==> src/rtl/native_axi_pkg.sv <==
// Shared constants and state encoding for the native-app to AXI4 master bridge.
//   CMD_WRITE / CMD_READ   : app_cmd codes the bridge acts on (others are dropped)
//   AXI_BURST_INCR         : AXI burst type driven on every AW/AR
//   AXI_RESP_OKAY          : expected bresp/rresp; anything else sets resp_err
//   NATIVE_MASTER_STATE    : control FSM states
package native_axi_pkg;

    localparam logic [2:0] CMD_WRITE      = 3'd0;
    localparam logic [2:0] CMD_READ       = 3'd1;
    localparam logic [1:0] AXI_BURST_INCR = 2'b01;
    localparam logic [1:0] AXI_RESP_OKAY  = 2'b00;

    typedef enum logic [2:0] {
        IDLE,
        COLLECT,
        WR_AW,
        WR_W,
        WR_B,
        RD_AR,
        RD_R
    } NATIVE_MASTER_STATE;

endpackage

==> src/rtl/axi4_if.sv <==
// AXI4 bus bundle (AW/W/B/AR/R channels, no lock/cache/prot/qos/user).
//   master modport : drives addresses, write data and ready on B/R
//   slave  modport : mirror image, used by memories/models
interface axi4_if #(
    parameter int ADDR_WIDTH = 27,
    parameter int DATA_WIDTH = 256,
    parameter int ID_WIDTH   = 4
);
    logic [ID_WIDTH-1:0]     awid;
    logic [ADDR_WIDTH-1:0]   awaddr;
    logic [7:0]              awlen;
    logic [2:0]              awsize;
    logic [1:0]              awburst;
    logic                    awvalid;
    logic                    awready;

    logic [DATA_WIDTH-1:0]   wdata;
    logic [DATA_WIDTH/8-1:0] wstrb;
    logic                    wlast;
    logic                    wvalid;
    logic                    wready;

    logic [ID_WIDTH-1:0]     bid;
    logic [1:0]              bresp;
    logic                    bvalid;
    logic                    bready;

    logic [ID_WIDTH-1:0]     arid;
    logic [ADDR_WIDTH-1:0]   araddr;
    logic [7:0]              arlen;
    logic [2:0]              arsize;
    logic [1:0]              arburst;
    logic                    arvalid;
    logic                    arready;

    logic [ID_WIDTH-1:0]     rid;
    logic [DATA_WIDTH-1:0]   rdata;
    logic [1:0]              rresp;
    logic                    rlast;
    logic                    rvalid;
    logic                    rready;

    modport master (
        output awid, awaddr, awlen, awsize, awburst, awvalid,
        input  awready,
        output wdata, wstrb, wlast, wvalid,
        input  wready,
        input  bid, bresp, bvalid,
        output bready,
        output arid, araddr, arlen, arsize, arburst, arvalid,
        input  arready,
        input  rid, rdata, rresp, rlast, rvalid,
        output rready
    );

    modport slave (
        input  awid, awaddr, awlen, awsize, awburst, awvalid,
        output awready,
        input  wdata, wstrb, wlast, wvalid,
        output wready,
        output bid, bresp, bvalid,
        input  bready,
        input  arid, araddr, arlen, arsize, arburst, arvalid,
        output arready,
        output rid, rdata, rresp, rlast, rvalid,
        input  rready
    );

endinterface

==> src/rtl/native_wdata_fifo.sv <==
// Synchronous show-ahead FIFO holding write beats (data + strobe) until the
// AXI W channel drains them.
//   clock, rst  : clock / async active-high reset (pointers and count flushed)
//   push, din   : write port, ignored when full
//   pop, dout   : read port, dout is the current head, pop ignored when empty
//   full, empty, count : occupancy
module native_wdata_fifo #(
    parameter int WIDTH = 288,
    parameter int DEPTH = 16,
    parameter int CW    = $clog2(DEPTH + 1)
) (
    input  logic             clock,
    input  logic             rst,
    input  logic             push,
    input  logic [WIDTH-1:0] din,
    input  logic             pop,
    output logic [WIDTH-1:0] dout,
    output logic             full,
    output logic             empty,
    output logic [CW-1:0]    count
);
    localparam int PW = (DEPTH > 1) ? $clog2(DEPTH) : 1;

    logic [WIDTH-1:0] mem [DEPTH];
    logic [PW-1:0]    wr_ptr, rd_ptr;
    logic             do_push, do_pop;

    assign full    = (count == CW'(DEPTH));
    assign empty   = (count == '0);
    assign do_push = push && !full;
    assign do_pop  = pop && !empty;
    assign dout    = mem[rd_ptr];

    function automatic logic [PW-1:0] ptr_inc(input logic [PW-1:0] p);
        return (p == PW'(DEPTH - 1)) ? '0 : p + PW'(1);
    endfunction

    always_ff @(posedge clock) begin
        if (do_push) mem[wr_ptr] <= din;
    end

    always_ff @(posedge clock or posedge rst) begin
        if (rst) begin
            wr_ptr <= '0;
            rd_ptr <= '0;
            count  <= '0;
        end else begin
            if (do_push) wr_ptr <= ptr_inc(wr_ptr);
            if (do_pop)  rd_ptr <= ptr_inc(rd_ptr);
            case ({do_push, do_pop})
                2'b10:   count <= count + CW'(1);
                2'b01:   count <= count - CW'(1);
                default: count <= count;
            endcase
        end
    end

endmodule

==> src/rtl/native_to_axi4_master.sv <==
// MIG-style native app port (slave side) bridged onto an AXI4 master.
// Consecutive contiguous same-type commands are coalesced into one INCR burst
// of up to BURST_LEN beats; a burst closes when full, after IDLE_TIMEOUT idle
// cycles, or when a non-mergeable command arrives (that command is parked in a
// one-entry pending register and opens the next burst).
//   clock, rst          : clock / async active-high reset
//   axi_inf             : AXI4 master port
//   app_addr/cmd/en/rdy : command handshake
//   app_wdf_*           : write data stream into the write FIFO
//   app_rd_data*        : read return, straight from the R channel
//   init_calib_complete : high from the first clock after reset release
//   resp_err            : sticky error on any non-OKAY bresp/rresp
module native_to_axi4_master
    import native_axi_pkg::*;
#(
    parameter int ADDR_WIDTH   = 27,
    parameter int DATA_WIDTH   = 256,
    parameter int ADDR_STEP    = 8,
    parameter int BURST_LEN    = 16,
    parameter int IDLE_TIMEOUT = 16
) (
    input  logic                    clock,
    input  logic                    rst,
    axi4_if.master                  axi_inf,
    input  logic [ADDR_WIDTH-1:0]   app_addr,
    input  logic [2:0]              app_cmd,
    input  logic                    app_en,
    output logic                    app_rdy,
    input  logic [DATA_WIDTH-1:0]   app_wdf_data,
    input  logic [DATA_WIDTH/8-1:0] app_wdf_mask,
    input  logic                    app_wdf_wren,
    input  logic                    app_wdf_end,
    output logic                    app_wdf_rdy,
    output logic [DATA_WIDTH-1:0]   app_rd_data,
    output logic                    app_rd_data_valid,
    output logic                    app_rd_data_end,
    output logic                    init_calib_complete,
    output logic                    resp_err
);
    localparam int SW = DATA_WIDTH / 8;
    localparam int BW = $clog2(BURST_LEN + 1);
    localparam int TW = $clog2(IDLE_TIMEOUT + 1);
    localparam logic [2:0] AXSIZE = 3'($clog2(SW));

    typedef struct packed {
        logic                  rd;
        logic [ADDR_WIDTH-1:0] addr;
    } app_req_t;

    NATIVE_MASTER_STATE    state;
    app_req_t              head, pend;
    logic                  pend_vld;
    logic [ADDR_WIDTH-1:0] last_addr;
    logic [BW-1:0]         beats, xfer_cnt, fifo_cnt;
    logic [TW-1:0]         timer;
    logic                  wr_wait;

    logic                  cmd_ok, cmd_rd, accept, room, contig, breaks, close;
    logic                  fifo_full, fifo_empty, wvalid, w_hs, burst_done, last_xfer;
    logic [SW-1:0]         fifo_strb;
    logic [DATA_WIDTH-1:0] fifo_data;
    logic [7:0]            ax_len;
    logic                  unused_ok;

    assign unused_ok = ^{axi_inf.bid, axi_inf.rid, app_wdf_end};

    // ---------------- write data FIFO ----------------
    native_wdata_fifo #(.WIDTH(DATA_WIDTH + SW), .DEPTH(BURST_LEN), .CW(BW)) u_wfifo (
        .clock (clock),
        .rst   (rst),
        .push  (app_wdf_wren && app_wdf_rdy),
        .din   ({app_wdf_data, ~app_wdf_mask}),
        .pop   (w_hs),
        .dout  ({fifo_data, fifo_strb}),
        .full  (fifo_full),
        .empty (fifo_empty),
        .count (fifo_cnt)
    );

    assign app_wdf_rdy = init_calib_complete && !fifo_full;

    // ---------------- command side ----------------
    assign cmd_ok = (app_cmd == CMD_WRITE) || (app_cmd == CMD_READ);
    assign cmd_rd = (app_cmd == CMD_READ);
    assign room   = beats < BW'(BURST_LEN);
    assign app_rdy = init_calib_complete && !pend_vld &&
                     ((state == IDLE) || (state == COLLECT && !wr_wait && room));
    assign accept = app_en && app_rdy;
    assign contig = accept && cmd_ok && (cmd_rd == head.rd) &&
                    (app_addr == last_addr + ADDR_WIDTH'(ADDR_STEP));
    assign breaks = accept && cmd_ok && !contig;
    // A merge wins over the timeout in the same cycle; wr_wait re-evaluates
    // the FIFO level every cycle until enough data has arrived.
    assign close  = (state == COLLECT) &&
                    (wr_wait || !room || breaks || (!contig && timer == TW'(IDLE_TIMEOUT)));

    // ---------------- AXI side ----------------
    assign ax_len    = 8'(beats) - 8'd1;
    assign wvalid    = (state == WR_W) && !fifo_empty;
    assign w_hs      = wvalid && axi_inf.wready;
    assign last_xfer = (xfer_cnt == beats - BW'(1));
    assign burst_done = (state == WR_B && axi_inf.bvalid) ||
                        (state == RD_R && axi_inf.rvalid && (axi_inf.rlast || last_xfer));

    assign axi_inf.awid    = '0;
    assign axi_inf.awvalid = (state == WR_AW);
    assign axi_inf.awaddr  = (state == WR_AW) ? head.addr : '0;
    assign axi_inf.awlen   = (state == WR_AW) ? ax_len : 8'd0;
    assign axi_inf.awsize  = (state == WR_AW) ? AXSIZE : 3'd0;
    assign axi_inf.awburst = (state == WR_AW) ? AXI_BURST_INCR : 2'b00;

    assign axi_inf.wvalid  = wvalid;
    assign axi_inf.wdata   = wvalid ? fifo_data : '0;
    assign axi_inf.wstrb   = wvalid ? fifo_strb : '0;
    assign axi_inf.wlast   = wvalid && last_xfer;
    assign axi_inf.bready  = (state == WR_B);

    assign axi_inf.arid    = '0;
    assign axi_inf.arvalid = (state == RD_AR);
    assign axi_inf.araddr  = (state == RD_AR) ? head.addr : '0;
    assign axi_inf.arlen   = (state == RD_AR) ? ax_len : 8'd0;
    assign axi_inf.arsize  = (state == RD_AR) ? AXSIZE : 3'd0;
    assign axi_inf.arburst = (state == RD_AR) ? AXI_BURST_INCR : 2'b00;
    // No read backpressure; held low only while in reset.
    assign axi_inf.rready  = init_calib_complete;

    assign app_rd_data       = axi_inf.rdata;
    assign app_rd_data_valid = axi_inf.rvalid && init_calib_complete;
    assign app_rd_data_end   = axi_inf.rvalid && init_calib_complete;

    // ---------------- control FSM ----------------
    always_ff @(posedge clock or posedge rst) begin
        if (rst) begin
            state               <= IDLE;
            head                <= '0;
            pend                <= '0;
            pend_vld            <= 1'b0;
            last_addr           <= '0;
            beats               <= '0;
            timer               <= '0;
            wr_wait             <= 1'b0;
            xfer_cnt            <= '0;
            init_calib_complete <= 1'b0;
            resp_err            <= 1'b0;
        end else begin
            init_calib_complete <= 1'b1;
            case (state)
                IDLE: begin
                    if (accept && cmd_ok) begin
                        head      <= '{rd: cmd_rd, addr: app_addr};
                        last_addr <= app_addr;
                        beats     <= BW'(1);
                        timer     <= '0;
                        state     <= COLLECT;
                    end
                end
                COLLECT: begin
                    if (contig) begin
                        beats     <= beats + BW'(1);
                        last_addr <= app_addr;
                        timer     <= '0;
                    end else if (timer != TW'(IDLE_TIMEOUT)) begin
                        timer <= timer + TW'(1);
                    end
                    if (breaks) begin
                        pend_vld <= 1'b1;
                        pend     <= '{rd: cmd_rd, addr: app_addr};
                    end
                    if (close) begin
                        if (head.rd) begin
                            state <= RD_AR;
                        end else if (fifo_cnt >= beats) begin
                            state   <= WR_AW;
                            wr_wait <= 1'b0;
                        end else begin
                            wr_wait <= 1'b1;
                        end
                    end
                end
                WR_AW: begin
                    if (axi_inf.awready) begin
                        state    <= WR_W;
                        xfer_cnt <= '0;
                    end
                end
                WR_W: begin
                    if (w_hs) begin
                        xfer_cnt <= xfer_cnt + BW'(1);
                        if (last_xfer) state <= WR_B;
                    end
                end
                WR_B: begin
                    if (axi_inf.bvalid && axi_inf.bresp != AXI_RESP_OKAY) resp_err <= 1'b1;
                end
                RD_AR: begin
                    if (axi_inf.arready) begin
                        state    <= RD_R;
                        xfer_cnt <= '0;
                    end
                end
                RD_R: begin
                    if (axi_inf.rvalid) begin
                        xfer_cnt <= xfer_cnt + BW'(1);
                        if (axi_inf.rresp != AXI_RESP_OKAY) resp_err <= 1'b1;
                    end
                end
                default: state <= IDLE;
            endcase

            // The parked command opens the next burst without a new handshake.
            if (burst_done) begin
                if (pend_vld) begin
                    head      <= pend;
                    last_addr <= pend.addr;
                    beats     <= BW'(1);
                    timer     <= '0;
                    pend_vld  <= 1'b0;
                    state     <= COLLECT;
                end else begin
                    state <= IDLE;
                end
            end
        end
    end

endmodule

==> src/flat_wrapper.sv <==
// flat-port wrapper written by rule: the top's interface ports become plain ports
module native_to_axi4_master_flat import native_axi_pkg::*;
#(
    parameter int ADDR_WIDTH   = 27,
    parameter int DATA_WIDTH   = 256,
    parameter int ADDR_STEP    = 8,
    parameter int BURST_LEN    = 16,
    parameter int IDLE_TIMEOUT = 16
)
  (clock, rst, app_addr, app_cmd, app_en, app_rdy, app_wdf_data, app_wdf_mask, app_wdf_wren, app_wdf_end, app_wdf_rdy, app_rd_data, app_rd_data_valid, app_rd_data_end, init_calib_complete, resp_err, axi_inf_awid, axi_inf_awaddr, axi_inf_awlen, axi_inf_awsize, axi_inf_awburst, axi_inf_awvalid, axi_inf_awready, axi_inf_wdata, axi_inf_wstrb, axi_inf_wlast, axi_inf_wvalid, axi_inf_wready, axi_inf_bid, axi_inf_bresp, axi_inf_bvalid, axi_inf_bready, axi_inf_arid, axi_inf_araddr, axi_inf_arlen, axi_inf_arsize, axi_inf_arburst, axi_inf_arvalid, axi_inf_arready, axi_inf_rid, axi_inf_rdata, axi_inf_rresp, axi_inf_rlast, axi_inf_rvalid, axi_inf_rready);
  axi4_if #(.ADDR_WIDTH(ADDR_WIDTH), .DATA_WIDTH(DATA_WIDTH)) axi_inf_i ();
  input  logic clock;
  input  logic rst;
  input  logic [ADDR_WIDTH-1:0] app_addr;
  input  logic [2:0] app_cmd;
  input  logic app_en;
  output logic app_rdy;
  input  logic [DATA_WIDTH-1:0] app_wdf_data;
  input  logic [DATA_WIDTH/8-1:0] app_wdf_mask;
  input  logic app_wdf_wren;
  input  logic app_wdf_end;
  output logic app_wdf_rdy;
  output logic [DATA_WIDTH-1:0] app_rd_data;
  output logic app_rd_data_valid;
  output logic app_rd_data_end;
  output logic init_calib_complete;
  output logic resp_err;
  output wire logic [$bits(axi_inf_i.awid)-1:0] axi_inf_awid;
  output wire logic [$bits(axi_inf_i.awaddr)-1:0] axi_inf_awaddr;
  output wire logic [$bits(axi_inf_i.awlen)-1:0] axi_inf_awlen;
  output wire logic [$bits(axi_inf_i.awsize)-1:0] axi_inf_awsize;
  output wire logic [$bits(axi_inf_i.awburst)-1:0] axi_inf_awburst;
  output wire logic [$bits(axi_inf_i.awvalid)-1:0] axi_inf_awvalid;
  input wire logic [$bits(axi_inf_i.awready)-1:0] axi_inf_awready;
  output wire logic [$bits(axi_inf_i.wdata)-1:0] axi_inf_wdata;
  output wire logic [$bits(axi_inf_i.wstrb)-1:0] axi_inf_wstrb;
  output wire logic [$bits(axi_inf_i.wlast)-1:0] axi_inf_wlast;
  output wire logic [$bits(axi_inf_i.wvalid)-1:0] axi_inf_wvalid;
  input wire logic [$bits(axi_inf_i.wready)-1:0] axi_inf_wready;
  input wire logic [$bits(axi_inf_i.bid)-1:0] axi_inf_bid;
  input wire logic [$bits(axi_inf_i.bresp)-1:0] axi_inf_bresp;
  input wire logic [$bits(axi_inf_i.bvalid)-1:0] axi_inf_bvalid;
  output wire logic [$bits(axi_inf_i.bready)-1:0] axi_inf_bready;
  output wire logic [$bits(axi_inf_i.arid)-1:0] axi_inf_arid;
  output wire logic [$bits(axi_inf_i.araddr)-1:0] axi_inf_araddr;
  output wire logic [$bits(axi_inf_i.arlen)-1:0] axi_inf_arlen;
  output wire logic [$bits(axi_inf_i.arsize)-1:0] axi_inf_arsize;
  output wire logic [$bits(axi_inf_i.arburst)-1:0] axi_inf_arburst;
  output wire logic [$bits(axi_inf_i.arvalid)-1:0] axi_inf_arvalid;
  input wire logic [$bits(axi_inf_i.arready)-1:0] axi_inf_arready;
  input wire logic [$bits(axi_inf_i.rid)-1:0] axi_inf_rid;
  input wire logic [$bits(axi_inf_i.rdata)-1:0] axi_inf_rdata;
  input wire logic [$bits(axi_inf_i.rresp)-1:0] axi_inf_rresp;
  input wire logic [$bits(axi_inf_i.rlast)-1:0] axi_inf_rlast;
  input wire logic [$bits(axi_inf_i.rvalid)-1:0] axi_inf_rvalid;
  output wire logic [$bits(axi_inf_i.rready)-1:0] axi_inf_rready;
  assign axi_inf_awid = axi_inf_i.awid;
  assign axi_inf_awaddr = axi_inf_i.awaddr;
  assign axi_inf_awlen = axi_inf_i.awlen;
  assign axi_inf_awsize = axi_inf_i.awsize;
  assign axi_inf_awburst = axi_inf_i.awburst;
  assign axi_inf_awvalid = axi_inf_i.awvalid;
  assign axi_inf_i.awready = axi_inf_awready;
  assign axi_inf_wdata = axi_inf_i.wdata;
  assign axi_inf_wstrb = axi_inf_i.wstrb;
  assign axi_inf_wlast = axi_inf_i.wlast;
  assign axi_inf_wvalid = axi_inf_i.wvalid;
  assign axi_inf_i.wready = axi_inf_wready;
  assign axi_inf_i.bid = axi_inf_bid;
  assign axi_inf_i.bresp = axi_inf_bresp;
  assign axi_inf_i.bvalid = axi_inf_bvalid;
  assign axi_inf_bready = axi_inf_i.bready;
  assign axi_inf_arid = axi_inf_i.arid;
  assign axi_inf_araddr = axi_inf_i.araddr;
  assign axi_inf_arlen = axi_inf_i.arlen;
  assign axi_inf_arsize = axi_inf_i.arsize;
  assign axi_inf_arburst = axi_inf_i.arburst;
  assign axi_inf_arvalid = axi_inf_i.arvalid;
  assign axi_inf_i.arready = axi_inf_arready;
  assign axi_inf_i.rid = axi_inf_rid;
  assign axi_inf_i.rdata = axi_inf_rdata;
  assign axi_inf_i.rresp = axi_inf_rresp;
  assign axi_inf_i.rlast = axi_inf_rlast;
  assign axi_inf_i.rvalid = axi_inf_rvalid;
  assign axi_inf_rready = axi_inf_i.rready;
  native_to_axi4_master #(.ADDR_WIDTH(ADDR_WIDTH), .DATA_WIDTH(DATA_WIDTH), .ADDR_STEP(ADDR_STEP), .BURST_LEN(BURST_LEN), .IDLE_TIMEOUT(IDLE_TIMEOUT)) u_core (.clock(clock), .rst(rst), .axi_inf(axi_inf_i), .app_addr(app_addr), .app_cmd(app_cmd), .app_en(app_en), .app_rdy(app_rdy), .app_wdf_data(app_wdf_data), .app_wdf_mask(app_wdf_mask), .app_wdf_wren(app_wdf_wren), .app_wdf_end(app_wdf_end), .app_wdf_rdy(app_wdf_rdy), .app_rd_data(app_rd_data), .app_rd_data_valid(app_rd_data_valid), .app_rd_data_end(app_rd_data_end), .init_calib_complete(init_calib_complete), .resp_err(resp_err));
endmodule
==> config.mk <==
export PLATFORM = sky130hd
export DESIGN_NAME = native_to_axi4_master_flat
export DESIGN_NICKNAME = d
export VERILOG_FILES = /design/src/rtl/native_axi_pkg.sv /design/src/rtl/axi4_if.sv /design/src/rtl/native_wdata_fifo.sv /design/src/rtl/native_to_axi4_master.sv /design/src/flat_wrapper.sv
export SDC_FILE = /design/constraint.sdc
export NUM_CORES = 2
export LEC_CHECK = 0
export CORE_MARGIN = 5
export CORE_UTILIZATION = 59
export DETAILED_ROUTE_END_ITERATION = 6
export GPL_ROUTABILITY_DRIVEN = 0
export HOLD_SLACK_MARGIN = 0.12
export PLACE_DENSITY = 0.79
export SLEW_MARGIN = 20
export SYNTH_ARGS = -nofsm -noshare
export SYNTH_HDL_FRONTEND = slang
export SYNTH_HIERARCHICAL = 1
export SYNTH_MEMORY_MAX_BITS = 65536
export SYNTH_SLANG_ARGS = --single-unit
==> constraint.sdc <==
create_clock -name clock -period 28.3 [get_ports clock]
set_input_delay 5.66 -clock clock [delete_from_list [all_inputs] [get_ports clock]]
set_output_delay 5.66 -clock clock [all_outputs]
set_load 0.01 [all_outputs]
==> impl_summary.txt <==
----------------------------------------------------
[Final layout]
  Most common cell after layout, fill and taps aside ... edfxtp_1
  Fraction of layout instances using a drive strength above 1 ... 0.218
  Relative area change from synthesis to final layout ... 13.1%
  Total of fill cells in the finished design ... 18300
  Post-layout net count ... 9751
  Highest-count cells in the layout ignoring fill and taps ... 4608 x edfxtp_1, 1136 x mux4_2, 707 x clkdlybuf4s50_1, 447 x clkbuf_16, 360 x a22oi_1
  Final non-filler cell total ... 13700

[Critical path]
  Start of the worst register-to-register path ... u_core/axi_inf.rready
  Start point of the critical path ... u_core/u_wfifo/rd_ptr[0]
  Data arrival time of the critical path ... about 8100 ps
  Type of destination of the critical path ... output port
  Worst endpoint required time ... 22640 ps
  Class of the most critical setup path ... reg2out
  Critical Path Start Type ... flip-flop
  Maximum net fanout on the critical path ... 106

[Clock network]
  Maximum level of the CTS H-tree ... 5
  Number of buffers added to fix hold violations after cts ... 0
  Clk sink count ... 4726
  Number of cells upsized or downsized after cts ... 0
  Longest Clk Path Bufs ... 4
  Total setup buffers inserted after CTS ... 0
  Register clock-pin slew on the reported worst setup and hold paths ... roughly 60 ps
  Clock tree root driver cell ... clkbuf_16
  Clock buffers created by TritonCTS ... 445
  TritonCTS clock tree ... done
  Clock network latency to the later pin of the worst-skew pair ... 1020 ps

[Power and ir drop]
  P_leak ... 65.5 nW
  Worst IR drop on VDD ... 0.0867 mV
  Power per unit of standard cell area ... 91.1 nW/um2

[Floorplanning]
  Total Die Area ... ~320000 um2
  Chip height ... 568 um
  Initial core utilization ... 0.594
  Row count ... 204
  Top-level I/O count ... about 1200
  Floorplan core area ... 309000 um2
  Die extent in x ... roughly 570 um

[GRT]
  Most used routing layer in global routing ... met2
  Antenna violations before repair ... ~140
  Maximum number of pins on one net before global-route repair ... 154
  Grt met1 use ... 0.393
  Via count of the first global-routing pass ... 96000
  GRT Total Usage ... 0.327
  Met2 track demand over resource in global routing ... 0.504
  Global Route met3 Usage ... 0.108
  Congestion Overflow GR ... 0
  Global-route wire length before repair ... 741000 um

[Synthesis]
  Yosys Warn Count ... 6
  Dominant combinational cell family by area after synthesis ... multiplexers
  Adder and majority cell fraction of the synthesized area ... 0.00147
  Share of synthesized flip-flops with an asynchronous set or reset ... 0.0250
  Simple-gate share of the synthesized area ... 0.0261
  Mean instance size in the synthesized netlist ... about 21 um2
  Number of register bits inferred by synthesis ... 4726
  Compound-Gate Fraction of Synth Area ... 0.0304
  Library cells used by synthesis ... 84
  Post-synthesis instance area ... 184000 um2
  Xor and xnor area share after synthesis ... 0.00257
  Syn Inst Count ... approximately 8600
  Multiplexer area fraction after synthesis ... 0.144
  Number of flops mapped to enable cells by yosys ... approximately 4600
  Most common flop cell mapped by yosys ... edfxtp_1
  Sequential-to-total area share from yosys stat ... 0.770

[Detailed routing]
  Pre-Repair DR Iteration Count ... 6
  Detailed-route via count ... 93600
  Post-detailed-route wirelength per cell ... 38.9 um
  Count of nets left with antenna violations after detail routing ... 0
  Via-to-Cell Ratio ... approximately 7
  Total wire length after detailed routing ... 533000 um
  Starting DRT DRC Count ... between 10000 and 15000
  Remaining design rule violation count ... 0

[Timing]
  Final clock period utilization by the worst path ... 0.487
  Setup repair after global routing missed its margin ... no
  Final count of negative-setup-slack endpoints ... 0
  Max-slew headroom ... 0.133
  Period minus WS final ... 13780 ps
  Skew final ... 119 ps
  Total count of max-transition violations in the final report ... 0
  Slew @ Worst Pin ... 1300 ps
  Achievable Freq ... 0.0726 GHz
  Setup TNS ... 0 ps
  Hold Vio Cnt, Final ... 0

[Placement]
  Count of buffers from port buffering ... 707
  Estimated wirelength of the detail-placed design ... 286000 um
  Number of placed instances, taps included ... 12800

[Status]
  Run status ... complete, no violations

[Run]
  Number of maximum-capacitance violations ... 0

[Worst hold path]
  Worst hold path class ... reg2reg
  Hold Crit Start ... u_core/resp_err

----------------------------------------------------
-- flip-flops by register name, indices dropped and copies added, names as in the netlist --
signal                 cells
u_core/resp_err            1
u_core/head               28
u_core/u_wfifo/mem      4608
u_core/timer               5
u_core/pend_vld            1
u_core/u_wfifo/wr_ptr      4
u_core/xfer_cnt            5
u_core/u_wfifo/rd_ptr      4
u_core/last_addr          27
u_core/state               3
u_core/axi_inf.rready      1
u_core/u_wfifo/count       5
u_core/pend               28
u_core/beats               5
u_core/wr_wait             1
-- metal layers --
layer	up-vias	routed length [um]	part of all wire
met5	-	779	0.0015
met4	84	44600	0.084
li1	36500	-	-
met1	48700	167000	0.31
met2	7019	253000	0.48
met3	1358	67100	0.13
-- cells in the mapped netlist (all sizes together) (11+ instances only) --
cell,instances,share of area
clkbuf,183,0.0037
nor3,24,0.00071
o221ai,16,0.00076
nand3,23,0.00063
and2,328,0.011
nor2b,14,0.00048
buf,573,0.021
xnor2,23,0.0011
a31oi,29,0.00099
o21ai,50,0.0014
mux2,63,0.0042
nand4,16,0.00066
o22ai,189,0.0064
edfxtp,4608,0.75
nor2,184,0.0038
o221a,24,0.0015
xor2,23,0.0011
nand2,268,0.0055
a22oi,360,0.015
and3,30,0.0010
ha,20,0.0014
nand2b,11,0.00037
a221o,16,0.00087
inv,78,0.0016
o21bai,23,0.00094
mux4,1136,0.14
a21oi,38,0.0010
dfrtp,118,0.016
-- stage by stage --
step	power [mW]	utilization	setup WS [ps]	hold WS [ps]	area [um2]
2_1_floorplan	11.8	-	1250	459	184000
3_3_place_gp	12.9	0.624	14710	457	193000
3_5_place_dp	13.0	0.624	14730	467	193000
4_1_cts	19.0	0.670	13590	485	207000
5_1_grt	19.5	0.671	13640	514	208000
6_report	18.9	0.671	14520	481	208000
-- layout make-up --
class	count	area, um2	area share
inverters	78	295	0.00142
repair buffers	875	8630	0.0415
well taps	4120	5150	0.0248
multi-input cells	3007	37800	0.182
flip-flops and latches	4726	141000	0.680
clock buffers	534	11500	0.0555
diodes	87	218	0.00105
clock inverters	284	2790	0.0134
-- power by group --
part	internal [mW]	total, mW	switching [mW]
logic	2.13	4.74	2.61
registers	8.08	8.27	0.195
clock network	3.29	5.90	2.61
-- logic make-up after synthesis --
kind of cell             count (synthesis)
other                                    2
XOR/XNOR                                49
multiplexers                          1202
buffers and inverters                  834
flip-flops                            4726
adder cells (fa/ha/maj)                 21
AND/OR/NAND/NOR                        939
AO/OA/AOI/OAI                          783
-- final timing paths --
path / slack (ps) / endpoint / depth (start not counted)
worst min register to register: 480 / u_core/resp_err / 1
min in group asynchronous: 5670 / u_core/u_wfifo/rd_ptr[3] / 2
max in group asynchronous: 21490 / u_core/last_addr[17] / 3
worst max-delay path: 14520 / axi_inf_wdata[73] / 11
worst min-delay path: 480 / u_core/resp_err / 1
worst max register to register: 22430 / u_core/u_wfifo/mem[9][205] / 9
-- worst max-delay path: stages (launching register included) --
cell             delay (ps)
dfrtp_4                 860
buf_4                   700
buf_6                   620
buf_12                  690
buf_4                   830
buf_4                   870
buf_4                   720
mux4_2                  590
a22oi_1                 230
nand2_1                  90
and2_1                  150
clkdlybuf4s50_1         570
Note: power is estimated with default switching activity, not from simulation.
